### src/rtl/mips_tb_pkg.sv
// Shared types for the MIPS regression store-checking sequencer.
package mips_tb_pkg;

  localparam int unsigned EXP_ADDR_W = 32;
  localparam int unsigned EXP_DATA_W = 32;

  typedef enum logic [2:0] {
    ST_IDLE = 3'd0,
    ST_RST  = 3'd1,
    ST_RUN  = 3'd2,
    ST_NEXT = 3'd3,
    ST_DONE = 3'd4
  } chk_state_t;

  typedef struct packed {
    logic [EXP_ADDR_W-1:0] addr;
    logic [EXP_DATA_W-1:0] data;
    logic [EXP_DATA_W-1:0] mask;
    logic                  strict;
  } exp_entry_t;

endpackage

### src/rtl/expect_table.sv
// Expected-store table: one entry per test, written by config, read at the current test.
module expect_table
  import mips_tb_pkg::*;
#(
  parameter int unsigned NUM_TESTS = 16
) (
  input  logic                         clk,
  input  logic                         we,
  input  logic [$clog2(NUM_TESTS)-1:0] wr_idx,
  input  exp_entry_t                   wr_entry,
  input  logic [$clog2(NUM_TESTS)-1:0] rd_idx,
  output exp_entry_t                   rd_entry_c
);

  exp_entry_t mem [NUM_TESTS];

  // Deliberately unreset: contents are only meaningful once programmed.
  always_ff @(posedge clk) begin
    if (we) mem[wr_idx] <= wr_entry;
  end

  assign rd_entry_c = mem[rd_idx];

endmodule

### config.mk
export PLATFORM = sky130hd
export DESIGN_NAME = expect_table
export DESIGN_NICKNAME = d
export VERILOG_FILES = /design/src/rtl/mips_tb_pkg.sv /design/src/rtl/expect_table.sv
export SDC_FILE = /design/constraint.sdc
export NUM_CORES = 1
export LEC_CHECK = 0
export BUFFER_PORTS_ARGS = -buffer_cell sky130_fd_sc_hd__buf_2
export CAP_MARGIN = 5
export CORE_UTILIZATION = 60
export CTS_CLUSTER_DIAMETER = 80
export DETAILED_ROUTE_END_ITERATION = 10
export PLACE_DENSITY = 0.78
export SYNTH_ARGS = -nofsm -noshare
export SYNTH_HDL_FRONTEND = slang
export SYNTH_SLANG_ARGS = --single-unit
### constraint.sdc
create_clock -name clk -period 27.3 [get_ports clk]
set_input_delay 5.46 -clock clk [delete_from_list [all_inputs] [get_ports clk]]
set_output_delay 5.46 -clock clk [all_outputs]
set_load 0.01 [all_outputs]
# ---- Word level (Yosys, flattened, before mapping)
# Memory sizes are Yosys's and may differ from the RTL's.
# Cells that the tools add are included.
dict set report totals {
  reg_bits 0
  mem_bits_rw 1552
  inputBits 107
  out_inout_bits 97
  wordCells 3
  memories 1
}
# name depth word_bits rd rd_clocked_by_memory_dff wr line
set memory_table {}
lappend memory_table {mem 16 97 1 0 1 expect_table.sv:15} ;# exp_entry_t mem [NUM_TESTS];
dict set report op_classes {
  mux 2
}
# cell count
set op_table {}
lappend op_table {{$mux W1} 2}

# ---- Logic depth before layout (Yosys ltp)
dict set report depth {
  depth_word 2
  depth_mapped 6
  depth_no_buf 3
}

# ---- Worst setup path before layout
# OpenSTA, ideal clock, no wires.
dict set report synth_timing {
  path_type {input -> register}
  from {input wr_idx[2]}
  to {memory mem[0][0] in the netlist's numbering (enable)}
  setup_ns 0.673
  arrival_ns 12.535
  required_time_ns 26.627
  path_slack_ns 14.092
  path_stages 2
  n_path_buf 0
  path_cell_list {or3b_2 > nor3_1}
}
# element line
set synth_lines {}
lappend synth_lines {{from (decl)} expect_table.sv:9} ;# input logic [$clog2(NUM_TESTS)-1:0] wr_idx,
lappend synth_lines {{to (decl)} expect_table.sv:15}
# No word-level cell before the write port.

==> results.cfg <==
[final_layout]
n_fill_cell = 5554
most-common-layout-cells = edfxtp_1 (1552), mux4_2 (388), buf_2 (201)
final_cell_count_no_fill = 4050
postLayoutCellArea_mm2 = 0.0652
layout_top_registers = mem (1552)
layout-area-overhead-vs-synth_pct = 12.5
final-seq-area_mm2 = 0.0466
largest_reg_flops = 1552
fraction_of_final_layout_cells_sized_beyond_drive_strength_1_pct = 31.1
finish.net_count = 2762
multiInputGateArea_mm2 = 0.0108
regMostFlops = mem
layout_commonest_cell = edfxtp_1

[routing]
met3WireLength_mm = 13.4
drt_iter0_markers = 3660
postRouteWirelength_mm = 132
post-route-drc-count = 0
met1Wirelength_mm = 50.0
routed-via-count = 27200
routed-wl-met2_mm = 66.1
drtAntennaViolNets = 0
drtPass1Iterations = 5
average_wire_per_standard_cell_um = 32.7
vias_per_cell = 6.71
highest_layer = met5

[power]
p_sw_uw = 1030
switching_share_pct = 21.0
leak_uw = 0.0207
power_density_mw_per_mm2 = 75.4
finalPower_uw = 4910
combPwrFrac_pct = 5.1
power.internal_uw = 3880
vdd.ir_drop.worst_mv = 0.0601
power.share.clock_pct = 40.3
share_seq_of_total_power_pct = 54.6

[die]
die_y_um = 313
floorplan.io_pins = 204
design.die.area_mm2 = 0.0978
start_util_pct = 60.8
placeableCoreArea_mm2 = 0.0953
core.rowCount = 113
dieWidth_um = 313

[synthesis]
synthesis.instances = 2387
synthesis.nets = 2494
ys_ff_latch = 1552
synthesis.area_mm2 = 0.0579
synth.avg_cell_area_um2 = 24.3
synth_ff_type = edfxtp_1
ys.warnings.count = 0
post_synth_top_area_cell = edfxtp_1
synthDistinctLibCells = 17
part_of_the_yosys_area_used_for_sequential_elements_pct = 80.5
yosys-top-cells-area = edfxtp_1 (80%), mux4_2 (15%), a22oi_1 (2.5%)
top_area_cell_type_share_of_the_netlist_area_pct = 80.5
synth_enable_flop_cells = 1552
async_reset_ff_share_pct = 0

[critical_path]
cp_data_required_time_ns = 21.84
end_kind = output port
arrival_ns = 9.19
critPathKind = in -> out
worstSetupStartpoint = rd_idx[0]
cp_max_fo = 79
worst_setup_sp_type = input pin

[placement]
port-buffer-count = 203
hpwlAfterDp_mm = 59.6
postPlaceCellArea_mm2 = 0.0605
placedCellCount = 3770
worst_setup_slack_after_placement_ns = 12.47
place_congestion = 0.724

[clock_network]
numClockSinks = 1552
cts_tree = done
cts-root-buf = clkbuf_16
cts_post_setup_buffers_inserted = 0
ctsHtreeMaxLevel = 4
clock_pin_slew_on_the_worst_setup_and_hold_paths_ns = 0.07
numCtsBuffers = 148
cts.hold.buffers_added = 0
cts.repair.resized = 0
clockBufferDepth = 3

[sta]
worstMarginPinSlew_ns = 1.23
tns_ns = 0
grt_setup_unrepaired = no
min_period_over_period_pct = 53.6
period_minus_slack_ns = 14.65
post-route-worst-setup-slack_ns = 12.65
hold_violations = 0
max-slew-margin-rel_pct = 18.1
slew_violations = 0
achievable-frequency_ghz = 0.0683
report.final.setup_viol = 0

[global_routing]
grt_pass1_vias = 28500
grt_first_pass_wirelength_mm = 192
overflow = 0
global_route.usage.total_pct = 27.4
antenna_violations_before_repair = 19
maximum_number_of_pins_on_one_net_before_global_route_repair = 143

[min_path]
hold_class = in -> reg
min-delay-start = wr_entry[37]

[status]
outcome = complete, no violations

[flow_run]
drv_cap = 0
## per-stage QoR
stage,util (%),hold slack [ns]
2_1_floorplan,-,5.56
3_3_place_gp,63.5,5.80
3_5_place_dp,63.5,5.84
4_1_cts,68.4,5.04
5_1_grt,68.4,5.07
6_report,68.4,5.08
## final timing paths
check / end / slack, ns / depth (start not counted)
min: mem[10][37]$_DFFE_PP_ / 5.08 / 1
max: rd_entry_c[87] / 12.65 / 7
## cells in the mapped netlist (all sizes together) (2+ instances only)
cell and instances:
nor3 4, a22oi 194, nand2b 2, clkbuf 53, buf 76, nor2b 2
nor2 13, nand2 98, nand3b 2, mux4 388, edfxtp 1552
## layout make-up
type	instances	share of cell area, %
tap	1265	2.43
clock inverter	88	1.31
sequential	1552	71.5
clock buffer	177	5.88
timing repair buffer	247	2.23
multi-input combinational	706	16.6
antenna	15	0.0576
## cell families (layout without fill, tap and decap cells)
family | count (synthesis) | count (layout) | share of synthesized area (%)
flip-flops | 1552 | 1552 | 80.5
multiplexers | 388 | 388 | 15.1
AO/OA/AOI/OAI | 194 | 194 | 2.51
buffers and inverters | 129 | 512 | 1.09
AND/OR/NAND/NOR | 124 | 124 | 0.857
other | 0 | 15 | 0
## routing by layer
metal	vias to the layer above	track usage [%]
li1	10900	-
met3	241	6.60
met4	20	7.52
met1	14500	38.7
met2	1525	43.7
met5	-	0
## power by group through the flow
stage	sequential, µW	combinational, µW	clock [µW]
5_1_grt	2690	265	2090
4_1_cts	2680	251	2000
6_report	2680	250	1980
2_1_floorplan	2730	144	0
3_5_place_dp	2730	248	0
3_3_place_gp	2730	240	0
## critical path, cell delays in order
cell     delay (ns)
buf_8          0.64
buf_4          0.88
buf_4          0.87
mux4_2         0.61
a22oi_1        0.21
nand2_1        0.18
buf_2          0.19
Note: power is estimated with default switching activity, not from simulation.
